[src/rtl/i2s_adc_rx.sv]
// I2S capture receiver: oversampled bclk/lrclk/sdata, MSB-first stereo deserialiser, frame FIFO.
// Optional peak meter on level_o when I2S_RX_LEVEL_EN is defined.
module i2s_adc_rx #(
    parameter int unsigned SAMPLE_W    = 16,
    parameter int unsigned FIFO_DEPTH  = 4,
    parameter int unsigned SYNC_STAGES = 2,
    parameter int unsigned LEVEL_DECAY = 8
) (
    input  logic                clk_i,
    input  logic                rst_ni,
    input  logic                enable_i,
    input  logic                bclk_i,
    input  logic                lrclk_i,
    input  logic                sdata_i,
    output logic [SAMPLE_W-1:0] left_o,
    output logic [SAMPLE_W-1:0] right_o,
    output logic                valid_o,
    input  logic                ready_i,
    output logic                overflow_o,
    output logic                frame_err_o,
    output logic [SAMPLE_W-2:0] level_o
);
    localparam int unsigned CntW = $clog2(SAMPLE_W + 1);
    localparam int unsigned PtrW = $clog2(FIFO_DEPTH);
    localparam logic [CntW-1:0] FullCnt = CntW'(SAMPLE_W);
    localparam logic [PtrW:0] DepthCnt = (PtrW + 1)'(FIFO_DEPTH);

    typedef enum logic [1:0] {StIdle, StWaitLeft, StLeft, StRight} state_e;

    logic [SYNC_STAGES-1:0] r_bclk_sync, r_lr_sync, r_sd_sync;
    logic                   r_bclk_prev;
    logic                   w_bclk_s, w_lr, w_sd, w_bclk_rise, w_boundary;

    logic [CntW-1:0]     r_bit_cnt;
    logic [SAMPLE_W-1:0] r_shift, r_left, w_right_word;
    logic                r_lr_last, w_cnt_full;
    state_e              r_state, w_state_next;
    logic                w_latch_left, w_push, w_slot_err, r_frame_err;

    logic [SAMPLE_W-1:0] r_mem_l [FIFO_DEPTH];
    logic [SAMPLE_W-1:0] r_mem_r [FIFO_DEPTH];
    logic [PtrW-1:0]     r_wptr, r_rptr;
    logic [PtrW:0]       r_count;
    logic                r_overflow, w_full, w_pop, w_push_ok;

    always_ff @(posedge clk_i or negedge rst_ni) begin
        if (!rst_ni) begin
            r_bclk_sync <= '0;
            r_lr_sync   <= '0;
            r_sd_sync   <= '0;
            r_bclk_prev <= 1'b0;
        end else begin
            r_bclk_sync <= (r_bclk_sync << 1) | SYNC_STAGES'(bclk_i);
            r_lr_sync   <= (r_lr_sync << 1) | SYNC_STAGES'(lrclk_i);
            r_sd_sync   <= (r_sd_sync << 1) | SYNC_STAGES'(sdata_i);
            r_bclk_prev <= w_bclk_s;
        end
    end

    assign w_bclk_s     = r_bclk_sync[SYNC_STAGES-1];
    assign w_lr         = r_lr_sync[SYNC_STAGES-1];
    assign w_sd         = r_sd_sync[SYNC_STAGES-1];
    assign w_bclk_rise  = w_bclk_s & ~r_bclk_prev;
    assign w_boundary   = w_bclk_rise & (w_lr != r_lr_last);
    assign w_cnt_full   = (r_bit_cnt == FullCnt);
    assign w_right_word = {r_shift[SAMPLE_W-2:0], w_sd};

    // The bit sampled on an lrclk change belongs to the previous slot and is dropped.
    always_ff @(posedge clk_i or negedge rst_ni) begin
        if (!rst_ni) begin
            r_bit_cnt <= '0;
            r_shift   <= '0;
            r_left    <= '0;
            r_lr_last <= 1'b0;
        end else if (!enable_i) begin
            r_bit_cnt <= '0;
            r_shift   <= '0;
            r_left    <= '0;
            r_lr_last <= 1'b0;
        end else if (w_bclk_rise) begin
            r_lr_last <= w_lr;
            if (w_lr != r_lr_last) begin
                r_bit_cnt <= '0;
            end else if (!w_cnt_full) begin
                r_shift   <= w_right_word;
                r_bit_cnt <= r_bit_cnt + CntW'(1);
            end
            if (w_latch_left) begin
                r_left <= r_shift;
            end
        end
    end

    always_ff @(posedge clk_i or negedge rst_ni) begin
        if (!rst_ni) begin
            r_state <= StIdle;
        end else begin
            r_state <= w_state_next;
        end
    end

    always_comb begin
        w_state_next = r_state;
        if (!enable_i) begin
            w_state_next = StIdle;
        end else begin
            unique case (r_state)
                StIdle:     w_state_next = StWaitLeft;
                StWaitLeft: if (w_boundary && !w_lr) w_state_next = StLeft;
                StLeft:     if (w_boundary) w_state_next = w_cnt_full ? StRight : StWaitLeft;
                StRight:    if (w_boundary) w_state_next = StLeft;
                default:    w_state_next = StIdle;
            endcase
        end
    end

    always_comb begin
        w_latch_left = 1'b0;
        w_push       = 1'b0;
        w_slot_err   = 1'b0;
        if (enable_i) begin
            unique case (r_state)
                StLeft: begin
                    if (w_boundary) begin
                        w_latch_left = w_cnt_full;
                        w_slot_err   = !w_cnt_full;
                    end
                end
                StRight: begin
                    if (w_boundary) begin
                        w_slot_err = !w_cnt_full;
                    end else if (w_bclk_rise && r_bit_cnt == FullCnt - CntW'(1)) begin
                        w_push = 1'b1;
                    end
                end
                default: ;
            endcase
        end
    end

    always_ff @(posedge clk_i or negedge rst_ni) begin
        if (!rst_ni) begin
            r_frame_err <= 1'b0;
        end else begin
            r_frame_err <= w_slot_err;
        end
    end

    assign w_full    = (r_count == DepthCnt);
    assign w_pop     = valid_o & ready_i;
    assign w_push_ok = w_push & (!w_full | w_pop);

    always_ff @(posedge clk_i or negedge rst_ni) begin
        if (!rst_ni) begin
            r_wptr     <= '0;
            r_rptr     <= '0;
            r_count    <= '0;
            r_overflow <= 1'b0;
        end else if (!enable_i) begin
            r_wptr     <= '0;
            r_rptr     <= '0;
            r_count    <= '0;
            r_overflow <= 1'b0;
        end else begin
            if (w_push_ok) r_wptr <= r_wptr + PtrW'(1);
            if (w_pop) r_rptr <= r_rptr + PtrW'(1);
            if (w_push_ok && !w_pop) begin
                r_count <= r_count + (PtrW + 1)'(1);
            end else if (!w_push_ok && w_pop) begin
                r_count <= r_count - (PtrW + 1)'(1);
            end
            if (w_push && w_full && !w_pop) r_overflow <= 1'b1;
        end
    end

    always_ff @(posedge clk_i) begin
        if (w_push_ok) begin
            r_mem_l[r_wptr] <= r_left;
            r_mem_r[r_wptr] <= w_right_word;
        end
    end

    // Head is forced to zero while empty so stale or unwritten entries never show.
    assign valid_o     = (r_count != '0);
    assign left_o      = valid_o ? r_mem_l[r_rptr] : '0;
    assign right_o     = valid_o ? r_mem_r[r_rptr] : '0;
    assign overflow_o  = r_overflow;
    assign frame_err_o = r_frame_err;

`ifdef I2S_RX_LEVEL_EN
    logic [SAMPLE_W-2:0] r_level, w_mag_l, w_mag_r, w_mag;

    // Only the most negative code stays negative after negation; it saturates.
    function automatic logic [SAMPLE_W-2:0] f_mag(input logic [SAMPLE_W-1:0] x);
        logic [SAMPLE_W-1:0] neg;
        neg = ~x + 1'b1;
        if (!x[SAMPLE_W-1]) begin
            f_mag = x[SAMPLE_W-2:0];
        end else if (neg[SAMPLE_W-1]) begin
            f_mag = '1;
        end else begin
            f_mag = neg[SAMPLE_W-2:0];
        end
    endfunction

    assign w_mag_l = f_mag(r_left);
    assign w_mag_r = f_mag(w_right_word);
    assign w_mag   = (w_mag_l > w_mag_r) ? w_mag_l : w_mag_r;

    always_ff @(posedge clk_i or negedge rst_ni) begin
        if (!rst_ni) begin
            r_level <= '0;
        end else if (!enable_i) begin
            r_level <= '0;
        end else if (w_push_ok) begin
            r_level <= (w_mag > r_level) ? w_mag : r_level - (r_level >> LEVEL_DECAY);
        end
    end

    assign level_o = r_level;
`else
    assign level_o = '0;
`endif

endmodule

[config.mk]
export PLATFORM = sky130hd
export DESIGN_NAME = i2s_adc_rx
export DESIGN_NICKNAME = d
export VERILOG_FILES = /design/src/rtl/i2s_adc_rx.sv
export SDC_FILE = /design/constraint.sdc
export NUM_CORES = 1
export LEC_CHECK = 0
export ABC_AREA = 1
export CELL_PAD_IN_SITES_DETAIL_PLACEMENT = 1
export CELL_PAD_IN_SITES_GLOBAL_PLACEMENT = 2
export CORE_MARGIN = 5
export CORE_UTILIZATION = 35
export DETAILED_ROUTE_END_ITERATION = 10
export GPL_ROUTABILITY_DRIVEN = 0
export PLACE_DENSITY = 0.82
export SYNTH_ARGS = -nofsm -noshare
export SYNTH_HDL_FRONTEND = slang
export SYNTH_SLANG_ARGS = --single-unit
[constraint.sdc]
create_clock -name clk_i -period 2.9 [get_ports clk_i]
set_input_delay 0.435 -clock clk_i [delete_from_list [all_inputs] [get_ports clk_i]]
set_output_delay 0.435 -clock clk_i [all_outputs]
set_load 0.01 [all_outputs]
* After elaboration in Yosys (flattened, before gate mapping) *
Memory sizes are Yosys's and may differ from the RTL's.
Cells that the tools add are included.

operators by class
  add/sub/neg operators = 5
  equality and inequality tests = 19
  multiplexer cells = 42
  bitwise operators = 9
  reductions and logical operators = 18

operators with widths
  operator                                                                 count
  16-bit 2-to-1 mux                                                        9
  5-bit 2-to-1 mux                                                         4
  2-bit 2-to-1 mux                                                         9
  1-bit 2-to-1 mux                                                         16
  2-bit by 1-bit inequality test with 1-bit output, second input constant  5
  3-bit 2-to-1 mux                                                         3
  3-bit inequality test, second input constant                             3
  2-bit case mux with 4 select lines                                       1
  1-bit logical AND                                                        6
  2-bit by 1-bit bitwise OR with 2-bit output                              3
  3-bit AND reduction                                                      2
  5-bit by 1-bit adder with 5-bit output, second input constant            1
  5-bit by 4-bit equality test with 1-bit output, second input constant    1
  5-bit equality test, second input constant                               1
  1-bit logical NOT                                                        5
  2-bit by 1-bit adder with 2-bit output, second input constant            2
  1-bit bitwise AND                                                        4
  2-bit equality test, second input constant                               2
  2-bit inequality test, second input constant                             2
  2-bit AND reduction                                                      2
  3-bit by 1-bit adder with 3-bit output, second input constant            1
  3-bit equality test, second input constant                               1
  3-bit by 1-bit inequality test with 1-bit output, second input constant  1
  3-bit by 2-bit inequality test with 1-bit output, second input constant  1
  other kinds (8)                                                          8

storage, ports and cells
  bits in registers = 56
  bits in writable memories = 128
  input port bits = 7
  output and inout port bits = 50
  word-level logic and storage cells = 109
  memories kept = 2

memories
  name     depth  width  read ports  clocked after memory_dff  write ports  line  source
  r_mem_l  4      16     1           0                         1            40    logic [SAMPLE_W-1:0] r_mem_l [FIFO_DEPTH];
  r_mem_r  4      16     1           0                         1            41    logic [SAMPLE_W-1:0] r_mem_r [FIFO_DEPTH];

* Logic depth before layout (Yosys ltp) *
Gate-level depths: netlist of run 1.

  word-level depth = 13
  mapped depth = 13
  gate-level depth less buffers = 13

* Least setup slack after synthesis of run 1 *
Ideal clock, no wire load.

  path kind = reg-to-reg
  start point = register r_bit_cnt[0]
  end point = memory r_mem_l[0][0], enable pin
  library setup time = 421 ps
  arrival time = 2670 ps
  data required time = 2479 ps
  setup slack = -191 ps
  stages on the path, launching flop included = 9
  buffers on the path = 0
  period minus slack after synthesis = 3091 ps
  path through = dfrtp_1 > ha_1 > inv_1 > nor3_1 > ha_1 > nand3_1 > nor2_2 > nand3_2 > nor2_1

between the ends
  word-level cells in the longest chain between the ends = 9

ends and longest elaborated chain
  element                                         line  source
  start: declaration                              34    logic [CntW-1:0] r_bit_cnt;
  start signal: assignment                        86    r_bit_cnt <= r_bit_cnt + CntW'(1);
  5-bit by 4-bit equality test with 1-bit output  132   end else if (w_bclk_rise && r_bit_cnt == FullCnt - CntW'(1)) begin
  1-bit logical AND                               132
  1-bit 2-to-1 mux                                132
  1-bit 2-to-1 mux                                130   if (w_boundary) begin
  1-bit 2-to-1 mux                                122   unique case (r_state)
  1-bit 2-to-1 mux                                121   if (enable_i) begin
  1-bit bitwise AND                               151   assign w_push_ok = w_push & (!w_full | w_pop);
  1-bit 2-to-1 mux                                177   if (w_push_ok) begin
  1-bit 2-to-1 mux (not written as such)          178   r_mem_l[r_wptr] <= r_left;
  end: declaration                                40

No other way between the ends.

* Worst setup path after layout of run 1 *
  start point = register r_rptr[1]
  end point = output right_o[4]

between the ends
  word-level cells in the longest chain between the ends = 2

ends and longest elaborated chain
  element                   line  source
  start: declaration        42    logic [PtrW-1:0] r_wptr, r_rptr;
  start signal: assignment  166   if (w_pop) r_rptr <= r_rptr + PtrW'(1);
  memory read 4 x 16 bit    --
  16-bit 2-to-1 mux         186   assign right_o = valid_o ? r_mem_r[r_rptr] : '0;
  end: declaration          16    output logic [SAMPLE_W-1:0] right_o,

No other way between the ends.

==> results of run 1 <==
## registers in the layout (all words and copies together), names as in the netlist
register,count
r_shift,16
overflow_o,1
r_bclk_sync,2
r_mem_r,64
r_left,16
r_mem_l,64
r_lr_sync,2
r_bit_cnt,5
frame_err_o,1
r_count,3
r_bclk_prev,1
r_state,2
r_lr_last,1
r_sd_sync,2
r_wptr,2
r_rptr,2
## stage by stage
step                      instance area [sq um]  power, mW  setup TNS, ps  hold slack, ps  std cells
after detailed placement                   8290       4.95              0             338        957
after global placement                     8290       4.89              0             332        957
after global routing                       8910       7.48              0            72.3        991
final                                      8910       7.12              0            30.4        991
after CTS                                  8870       7.16              0            23.3        989
after floorplan                            7640       3.98         -24430             139        675
## cells by family (layout without fill, tap and decap cells)
kind of cell / count (synthesis) / in the layout / synth area share
flops: 184 / 184 / 0.691
fa+ha+maj: 8 / 8 / 0.0142
compound gates: 148 / 148 / 0.108
simple gates: 236 / 236 / 0.129
other cells: 1 / 15 / 0.000494
buf+inv: 84 / 125 / 0.0567
## area by class of cell
| type | count | share of cell area |
|---|---|---|
| Clock inverter | 15 | 0.0159 |
| Clock buffer | 17 | 0.0477 |
| Sequential cell | 184 | 0.589 |
| Inverter | 34 | 0.0145 |
| Timing Repair Buffer | 59 | 0.0727 |
| Tap cell | 275 | 0.0386 |
| Multi-Input combinational cell | 407 | 0.222 |
## worst paths after layout
check	start	to	slack, ps	depth (start not counted)
setup / recovery	r_rptr[1]$_DFFE_PN0P_	right_o[4]	100	6
hold reg to reg	r_lr_sync[0]$_DFF_PN0_	r_lr_sync[1]$_DFF_PN0_	350	0
max in group asynchronous	rst_ni	r_rptr[0]$_DFFE_PN0P_	2250	2
setup reg to reg	r_bit_cnt[0]$_DFFE_PN0P_	r_mem_l[1][6]$_DFFE_PP_	530	9
hold / removal	rst_ni	overflow_o$_DFFE_PN0P_	30	1
min in group clk_i	r_lr_sync[0]$_DFF_PN0_	r_lr_sync[1]$_DFF_PN0_	350	0
## worst max-delay path: cells and delay by family, from the launching register on
| kind | cells | cell delay (ps) |
|---|---|---|
| buffers and inverters | 3 | 1120 |
| flip-flops | 1 | 380 |
| AND/OR/NAND/NOR | 1 | 120 |
| AO/OA/AOI/OAI | 2 | 310 |
## per-layer routing
layer,vias up,routed length (microns),part of all wire,track usage
li1,2321,-,-,-
met1,2524,7360,0.42,0.167
met2,76,9480,0.54,0.268
met3,21,554,0.031,0.0308
met4,0,261,0.015,0.0438
met5,-,0,0,0
## placed cells by master (no fill, tap or decap), types with 2 or more instances in the layout
master | netlist | routed
clkbuf_16 | 0 | 18
a21oi_1 | 37 | 37
nand2_2 | 5 | 5
inv_8 | 0 | 4
clkinv_4 | 0 | 3
inv_2 | 4 | 3
clkdlybuf4s50_1 | 0 | 40
nand2_1 | 39 | 39
clkinv_8 | 0 | 2
o21a_1 | 2 | 2
o21ai_1 | 17 | 17
nor2_1 | 153 | 149
nor3_1 | 2 | 2
nand3_1 | 26 | 26
clkinv_2 | 0 | 2
clkinv_1 | 0 | 2
nand4_1 | 2 | 2
edfxtp_1 | 128 | 128
ha_1 | 7 | 7
buf_4 | 17 | 7
buf_6 | 5 | 4
nor2_2 | 3 | 7
a21oi_2 | 13 | 13
conb_1 | 1 | 15
buf_12 | 0 | 6
inv_6 | 0 | 2
dfrtp_1 | 56 | 55
inv_1 | 30 | 30
o21ai_0 | 73 | 73
## power by group
| group | internal [mW] | switching, mW | leakage (nW) |
|---|---|---|---|
| registers | 2.90 | 0.109 | 1.77 |
| logic | 0.855 | 1.07 | 1.17 |
| clock network | 1.13 | 1.06 | 0.276 |
## repair_timing
item                                   4_1_cts  5_1_grt
setup endpoints to repair                   13       10
gates resized for setup                      2        4
gates cloned                                 0        1
pin swaps                                    0        0
endpoints found under the hold margin        0        0
hold buffers                                 0        0
setup buffers                                0        1
==> flow_summary.json, run 1 <==
{
  "vias": 4942,
  "drive_gt1_frac": 0.117,
  "portBuffers": 41,
  "synth_warnings": 0,
  "synthFlopType": "edfxtp_1",
  "synth-async-reset-ratio": 0.304,
  "place_ws_ps": 379,
  "synth_most_common_cell": "nor2_1",
  "syn-cell-area_sq_um": 7590,
  "ys_seq_area_frac": 0.691,
  "synth_cell_type_count": 36,
  "yosys.area.top_type": "edfxtp_1",
  "synthToLayoutAreaGrowth_pct": 17.4,
  "cts.path.max_buffers": 2,
  "setup_viol": 0,
  "fin_crit_ps": 2800,
  "ir_worst_vdd_v": 0.000433,
  "cp.arrival_ps": 2360,
  "dp_hpwl_microns": 10900,
  "ys_ff_latch": 184,
  "min_path_type": "input pin to asynchronous set/reset pin",
  "max_stage_delay_ps": 570,
  "cp_slowest_cell": "clkdlybuf4s50_1",
  "ant_nets": 0,
  "path_cells": "inv_1, buf_4, nor2_1, o21ai_0, a21oi_1, clkdlybuf4s50_1",
  "dieArea_sq_um": 24700,
  "drt_iter0_drc": 249,
  "slew_headroom": 0.560,
  "tightest_slew_ps": 660,
  "io_pins": 57,
  "drcViolationCount": 0,
  "numCtsBuffers": 17,
  "post_drt_wl_per_cell_microns": 17.8,
  "core_sq_um": 21200,
  "cap_violations": 0,
  "crit_type": "flip-flop to primary output",
  "synth_commonest_cells": "nor2_1 (153), edfxtp_1 (128), o21ai_0 (73)",
  "post-route-util": 0.421,
  "leakagePower_nw": 3.22,
  "grt_pass1_vias": 5325,
  "synth_edf_count": 128,
  "yosys.area.top_type_share": 0.507,
  "cp_max_fo": 13,
  "clock_latency_ps": 430,
  "finalCritPeriodShare": 0.965,
  "grt_first_pass_wirelength_microns": 27700,
  "wl_microns": 17700,
  "avgSynthCellArea_sq_um": 11.5,
  "insertedDiodeCount": 0,
  "cts_sinks": 184,
  "clock_skew_ps": 10.1,
  "status": "finished clean",
  "via_per_inst": 4.99,
  "start_kind": "flip-flop",
  "tritoncts": "done",
  "cts_htree_levels": 4,
  "rows": 53,
  "fp.dieH_microns": 157,
  "ys_top_cells_by_area": "edfxtp_1 (51%), dfrtp_1 (18%), nor2_1 (7.6%)",
  "clkTransAtPathRegs_ps": 70,
  "fmax_ghz": 0.357,
  "fillers": 2265,
  "grt_start_max_net_pins": 45,
  "multiInputGateArea_sq_um": 1980,
  "layout.nets": 718,
  "power_density_nw_per_um2": 799,
  "netlist_instances": 661,
  "rsz0062_at_grt": "no",
  "dr.pass1.iters": 4,
  "antenna_found_initial": 0,
  "hold_viol_final": 0,
  "endpoint_kind": "primary output",
  "die_w_microns": 157,
  "cts_root_buf": "clkbuf_16",
  "floorplan.initialDensity": 0.359,
  "seq_area_sq_um": 5250,
  "required_ps": 2470,
  "maxSlewViolCount": 0,
  "grt.overflow.total": 0,
  "track_usage": 0.145,
  "final.setup.worst_slack_ps": 102
}
(Power assumes the default switching activity.)
==> run 2, diff against run 1 <==
==> config.mk (replaced) <==
export PLATFORM = sky130hd
export DESIGN_NAME = i2s_adc_rx
export DESIGN_NICKNAME = d
export VERILOG_FILES = /design/src/rtl/i2s_adc_rx.sv
export SDC_FILE = /design/constraint.sdc
export NUM_CORES = 1
export LEC_CHECK = 0
export CELL_PAD_IN_SITES_DETAIL_PLACEMENT = 1
export CELL_PAD_IN_SITES_GLOBAL_PLACEMENT = 2
export CORE_MARGIN = 5
export CORE_UTILIZATION = 39
export DETAILED_ROUTE_END_ITERATION = 10
export GPL_ROUTABILITY_DRIVEN = 0
export PLACE_DENSITY = 0.83
export SETUP_SLACK_MARGIN = 0.3
export SYNTH_ARGS = -nofsm -noshare
export SYNTH_HDL_FRONTEND = slang
export SYNTH_SLANG_ARGS = --single-unit
==> run 2 against run 1 <==
  * Cell count down 20%
  * Combinational power down 94%
  * Sequential share of layout area down 0.72 points
  * Non-clock buffer count up 12
  * Register-to-register slack worse by 120 ps
  * First-iteration DRC count down 27%
  * Highest routed layer unchanged
==> flow_summary.json, run 2 <==
{
  "p_comb_frac": 0.023,
  "cap_violations": 0,
  "synthToLayoutAreaGrowth_pct": 20.3,
  "drive_gt1_frac": 0.253,
  "via_per_inst": 5.13,
  "yosys.area.top_type_share": 0.513,
  "cts_root_buf": "clkbuf_16",
  "tritoncts": "done",
  "top_regs": "r_mem_l: 64 flops, r_mem_r: 64 flops",
  "grt_first_pass_wirelength_microns": 26800,
  "finalCritPeriodShare": 0.885,
  "netlist_instances": 457,
  "place_ws_ps": 177,
  "endpoint_kind": "primary output",
  "die_w_microns": 149,
  "dp_hpwl_microns": 10400,
  "crit_type": "flip-flop to primary output",
  "synth_warnings": 0,
  "rsz0062_at_grt": "yes",
  "cts_sinks": 184,
  "cp_slowest_cell": "dfrtp_2",
  "setup_viol": 0,
  "antenna_found_initial": 0,
  "synth_commonest_cells": "edfxtp_1 (128), dfrtp_1 (56), nand2_1 (42)",
  "leakagePower_nw": 3.38,
  "drt_iter0_drc": 183,
  "final_cell_mix": "edfxtp_1 (128), dfrtp_1 (55), nand2_1 (42), mux4_2 (32), and2_1 (32)",
  "floorplan.initialDensity": 0.398,
  "required_ps": 2470,
  "fin_crit_ps": 2570,
  "internal_power_mw": 4.04,
  "path_cells": "buf_4, buf_12, buf_16, mux4_2, and2_1, dlygate4sd2_1",
  "place_area_sq_um": 8360,
  "dieArea_sq_um": 22100,
  "ir_worst_vdd_v": 0.000453,
  "grt_pass1_vias": 4588,
  "io_pins": 57,
  "ys_seq_area_frac": 0.699,
  "portBuffers": 41,
  "synthFlopType": "edfxtp_1",
  "post_drt_wl_per_cell_microns": 21.2,
  "power_mw": 5.19,
  "slew_headroom": 0.332,
  "ys_ff_latch": 184,
  "switching_share": 0.222,
  "drcViolationCount": 0,
  "p_clk_frac": 0.435,
  "max_stage_delay_ps": 430,
  "grt_start_max_net_pins": 41,
  "layout.nets": 539,
  "grt.overflow.total": 0,
  "cts_htree_levels": 4,
  "vias": 4091,
  "power_density_nw_per_um2": 576,
  "setup_tns_ps": 0,
  "synth_cell_type_count": 48,
  "numCtsBuffers": 17,
  "synth-async-reset-ratio": 0.304,
  "multiInputGateArea_sq_um": 2090,
  "status": "finished clean",
  "cp.arrival_ps": 2130,
  "critPathBufInv": 4,
  "sequentialPowerShare": 0.543,
  "ant_nets": 0,
  "synth_edf_count": 128,
  "insertedDiodeCount": 0,
  "fmax_ghz": 0.390,
  "clock_skew_ps": 11.0,
  "ys_top_cells_by_area": "edfxtp_1 (51%), dfrtp_1 (19%), mux4_2 (9.6%)",
  "synth_most_common_cell": "edfxtp_1",
  "syn-cell-area_sq_um": 7500,
  "layout_commonest_cell": "edfxtp_1",
  "cts.path.max_buffers": 2,
  "hold_viol_final": 0,
  "core_sq_um": 18800,
  "start_kind": "flip-flop",
  "seq_area_sq_um": 5250,
  "final.setup.worst_slack_ps": 333,
  "dr.pass1.iters": 4,
  "p_switching_mw": 1.16,
  "maxSlewViolCount": 0,
  "wl_microns": 16900,
  "rows": 50,
  "cts_hold_buf": 0,
  "clock_latency_ps": 440,
  "clkTransAtPathRegs_ps": 70,
  "fp.dieH_microns": 149,
  "crit_family": "buffers and inverters",
  "avgSynthCellArea_sq_um": 16.4,
  "finalInstanceArea_sq_um": 9020,
  "track_usage": 0.162,
  "min_path_type": "input pin to asynchronous set/reset pin",
  "yosys.area.top_type": "edfxtp_1",
  "fillers": 1802,
  "cp_max_fo": 8,
  "tightest_slew_ps": 1000
}
-- run 2: kinds of logic after synthesis --
logic type	after synthesis	share of synthesized area
compound gates	52	0.0497
mux	38	0.105
simple gates	122	0.0916
buf+inv	47	0.0329
xor+xnor	5	0.00684
flops	184	0.699
other cells	1	0.000500
fa+ha+maj	8	0.0143
-- run 2: final cells by class --
cell class / instances / share of cell area
flip-flops and latches: 184 / 0.582
multi-input cells: 240 / 0.231
repair buffers: 71 / 0.0838
clock buffers: 18 / 0.0476
well taps: 260 / 0.0361
clock inverters: 14 / 0.0154
inverters: 10 / 0.00416
-- run 2: what timing repair did --
action,CTS,global route
endpoints found under the hold margin,0,0
buffers inserted,5,2
endpoints found under the setup margin,34,21
gates cloned,3,0
gates resized for setup,39,34
pin swaps,0,3
-- run 2: path summary, 6_finish.rpt --
path | from | end | slack (ps) | depth (start not counted)
setup / recovery | r_rptr[0]$_DFFE_PN0P_ | left_o[1] | 330 | 6
hold / removal | rst_ni | overflow_o$_DFFE_PN0P_ | 170 | 1
setup reg to reg | r_bit_cnt[1]$_DFFE_PN0P_ | r_mem_l[1][3]$_DFFE_PP_ | 410 | 9
hold reg to reg | r_bclk_sync[0]$_DFF_PN0_ | r_bclk_sync[1]$_DFF_PN0_ | 350 | 0
max in group asynchronous | rst_ni | r_rptr[1]$_DFFE_PN0P_ | 1970 | 2
min in group clk_i | r_bclk_sync[0]$_DFF_PN0_ | r_bclk_sync[1]$_DFF_PN0_ | 350 | 0
-- run 2: power by group through the flow --
stage	registers [mW]	clock network, mW	logic [mW]
6_report	2.82	2.26	0.117
5_1_grt	2.82	2.42	0.132
4_1_cts	2.82	2.29	0.120
3_5_place_dp	2.88	0	0.118
3_3_place_gp	2.87	0	0.112
2_1_floorplan	2.87	0	0.0799
-- run 2: per-stage QoR --
stage | instances | utilization | hold slack [ps]
final | 797 | 0.479 | 165
after global routing | 797 | 0.479 | 231
after CTS | 795 | 0.480 | 184
after detailed placement | 755 | 0.444 | 343
after global placement | 755 | 0.444 | 339
after floorplan | 471 | - | 139
-- run 2: metal layers --
layer | global-route usage | share of wire | wire [microns] | up-vias
li1 | - | - | - | 1830
met1 | 0.195 | 0.41 | 6850 | 2160
met2 | 0.289 | 0.54 | 9200 | 82
met3 | 0.0338 | 0.035 | 587 | 19
met4 | 0.0536 | 0.015 | 252 | 0
met5 | 0 | 0 | 0 | -
==> run 3, diff against run 2 <==
--- a/config.mk
+++ b/config.mk
@@ -8,10 +8,13 @@
 export CELL_PAD_IN_SITES_DETAIL_PLACEMENT = 1
 export CELL_PAD_IN_SITES_GLOBAL_PLACEMENT = 2
 export CORE_MARGIN = 5
-export CORE_UTILIZATION = 39
+export CORE_UTILIZATION = 40
+export CTS_BUF_LIST = sky130_fd_sc_hd__clkbuf_4
 export DETAILED_ROUTE_END_ITERATION = 10
 export GPL_ROUTABILITY_DRIVEN = 0
-export PLACE_DENSITY = 0.83
+export MAX_ROUTING_LAYER = met4
+export PLACE_DENSITY = 0.85
+export REMOVE_ABC_BUFFERS = 1
 export SETUP_SLACK_MARGIN = 0.3
 export SYNTH_ARGS = -nofsm -noshare
 export SYNTH_HDL_FRONTEND = slang
==> run 3 against run 2 <==
  * Clock skew up 15 ps
  * Highest routed layer unchanged
  * Combinational power up 3%
  * Setup slack worse by 30 ps
  * First-iteration DRC count up 27%
  * Critical path depth unchanged
  * Clock power down 47%
  * Clock-buffer cell count up 4
  * Via count down 0.17%
  * Sequential power about the same
==> flow_summary.json, run 3 (synthesized netlist as in run 2, its figures left out) <==
{
  "slew_headroom": 0.526,
  "synthToLayoutAreaGrowth_pct": 16.3,
  "grt_pass1_vias": 4546,
  "core_sq_um": 18600,
  "crit_type": "flip-flop to primary output",
  "clock_skew_ps": 25.9,
  "grt_first_pass_wirelength_microns": 25400,
  "fin_crit_ps": 2600,
  "dieArea_sq_um": 21600,
  "via_per_inst": 5.24,
  "grt.overflow.total": 0,
  "rows": 50,
  "use_met1": 0.189,
  "track_usage": 0.157,
  "cp_max_fo": 5,
  "fp.dieH_microns": 147,
  "cts_htree_levels": 4,
  "min_path_type": "input pin to flip-flop",
  "tightest_slew_ps": 708,
  "ir_worst_vdd_v": 0.000275,
  "numCtsBuffers": 17,
  "cap_violations": 0,
  "cts_sinks": 184,
  "power_density_nw_per_um2": 473,
  "cts.path.max_buffers": 2,
  "clock_latency_ps": 570,
  "drcViolationCount": 0,
  "setup_tns_ps": 0,
  "floorplan.initialDensity": 0.404,
  "cts_root_buf": "clkbuf_4",
  "layout.nets": 547,
  "place_ws_ps": 287,
  "vias": 4084,
  "clkTransAtPathRegs_ps": 130,
  "final.setup.worst_slack_ps": 303,
  "busiest_layer": "met2",
  "endpoint_kind": "primary output",
  "post_drt_wl_per_cell_microns": 20.2,
  "dr.pass1.iters": 5,
  "power_mw": 4.13,
  "use_met3": 0.0379,
  "setup_viol": 0,
  "io_pins": 57,
  "required_ps": 2470,
  "start_kind": "flip-flop",
  "final_cell_mix": "edfxtp_1 (128), dfrtp_1 (54), nand2_1 (42), mux4_2 (32), and2_1 (31)",
  "fmax_ghz": 0.385,
  "tritoncts": "done",
  "status": "finished clean",
  "drive_gt1_frac": 0.308,
  "wl_microns": 15800,
  "die_w_microns": 147,
  "maxSlewViolCount": 0,
  "dp_hpwl_microns": 9450,
  "hold_viol_final": 0,
  "portBuffers": 41,
  "leakagePower_nw": 3.30,
  "rsz0062_at_grt": "yes",
  "cp.arrival_ps": 2160,
  "layout_commonest_cell": "edfxtp_1",
  "met2_usage": 0.266,
  "ant_nets": 0,
  "post-route-util": 0.469,
  "drt_iter0_drc": 233,
  "finalCritPeriodShare": 0.896,
  "antenna_found_initial": 1,
  "grt_start_max_net_pins": 37,
  "top_regs": "r_mem_l: 64 flops, r_mem_r: 64 flops"
}
## run 3: cell count changes in the layout (fill, tap and decap cells not counted), sizes merged, moves of 2 or more
cell / previous run / this run
clkdlybuf4s15: 10 / 0
inv: 17 / 11
clkbuf: 30 / 22
clkinvlp: 3 / 1
buf: 31 / 70
clkinv: 3 / 8
dlygate4sd2: 10 / 1
## run 3: power by group
part	switching (mW)	total (mW)	internal [mW]	leakage (nW)
Combinational	0.0828	0.121	0.0383	1.14
Sequential	0.0226	2.82	2.80	2.03
Clock	0.811	1.19	0.377	0.133
Total	0.916	4.13	3.21	3.30
## run 3: critical path: stages (launching register included)
cell,delay (ps)
dfrtp_2,430
buf_12,130
buf_12,120
buf_8,100
mux4_2,520
and2_1,150
buf_2,130
## run 3: path summary, 6_finish.rpt
kind	startpoint	to	slack, ps	depth (start not counted)
worst max-delay path	r_rptr[0]$_DFFE_PN0P_	right_o[13]	300	6
worst min-delay path	lrclk_i	r_lr_sync[0]$_DFF_PN0_	300	1
worst max register to register	r_bit_cnt[1]$_DFFE_PN0P_	r_count[2]$_DFFE_PN0P_	320	10
worst min register to register	r_sd_sync[0]$_DFF_PN0_	r_sd_sync[1]$_DFF_PN0_	370	0
max in group asynchronous	rst_ni	r_left[15]$_DFFE_PN0P_	1830	3
min in group asynchronous	rst_ni	r_bit_cnt[0]$_DFFE_PN0P_	380	2
## run 3: per-stage QoR
stage	hold WS, ps	cells	area [sq um]
floorplan	139	434	7340
global placement	335	727	8240
detailed placement	342	727	8240
CTS	248	773	8570
global route	242	780	8720
finish	302	780	8720
## run 3: cell type report
type / count / area [sq um]
Inverter: 10 / 37.5
Timing Repair Buffer: 79 / 778
Fill cell: 1801 / 9860
Antenna cell: 1 / 2.50
Tap cell: 234 / 293
Clock buffer: 22 / 165
Clock inverter: 10 / 57.6
Multi-Input combinational cell: 240 / 2140
Sequential cell: 184 / 5250
## run 3: layer usage
metal	vias to the layer above	wire length, microns
li1	1850	-
met1	2124	6530
met2	95	8360
met3	15	703
met4	0	171
met5	-	0
## run 3: repair_timing
action | in CTS | in global routing
cloned | 4 | 0
hold endpoints to repair | 23 | 0
pin swaps | 2 | 10
setup endpoints to repair | 34 | 157
resized for setup | 147 | 17
hold buffers | 1 | 0
buffers inserted | 9 | 6
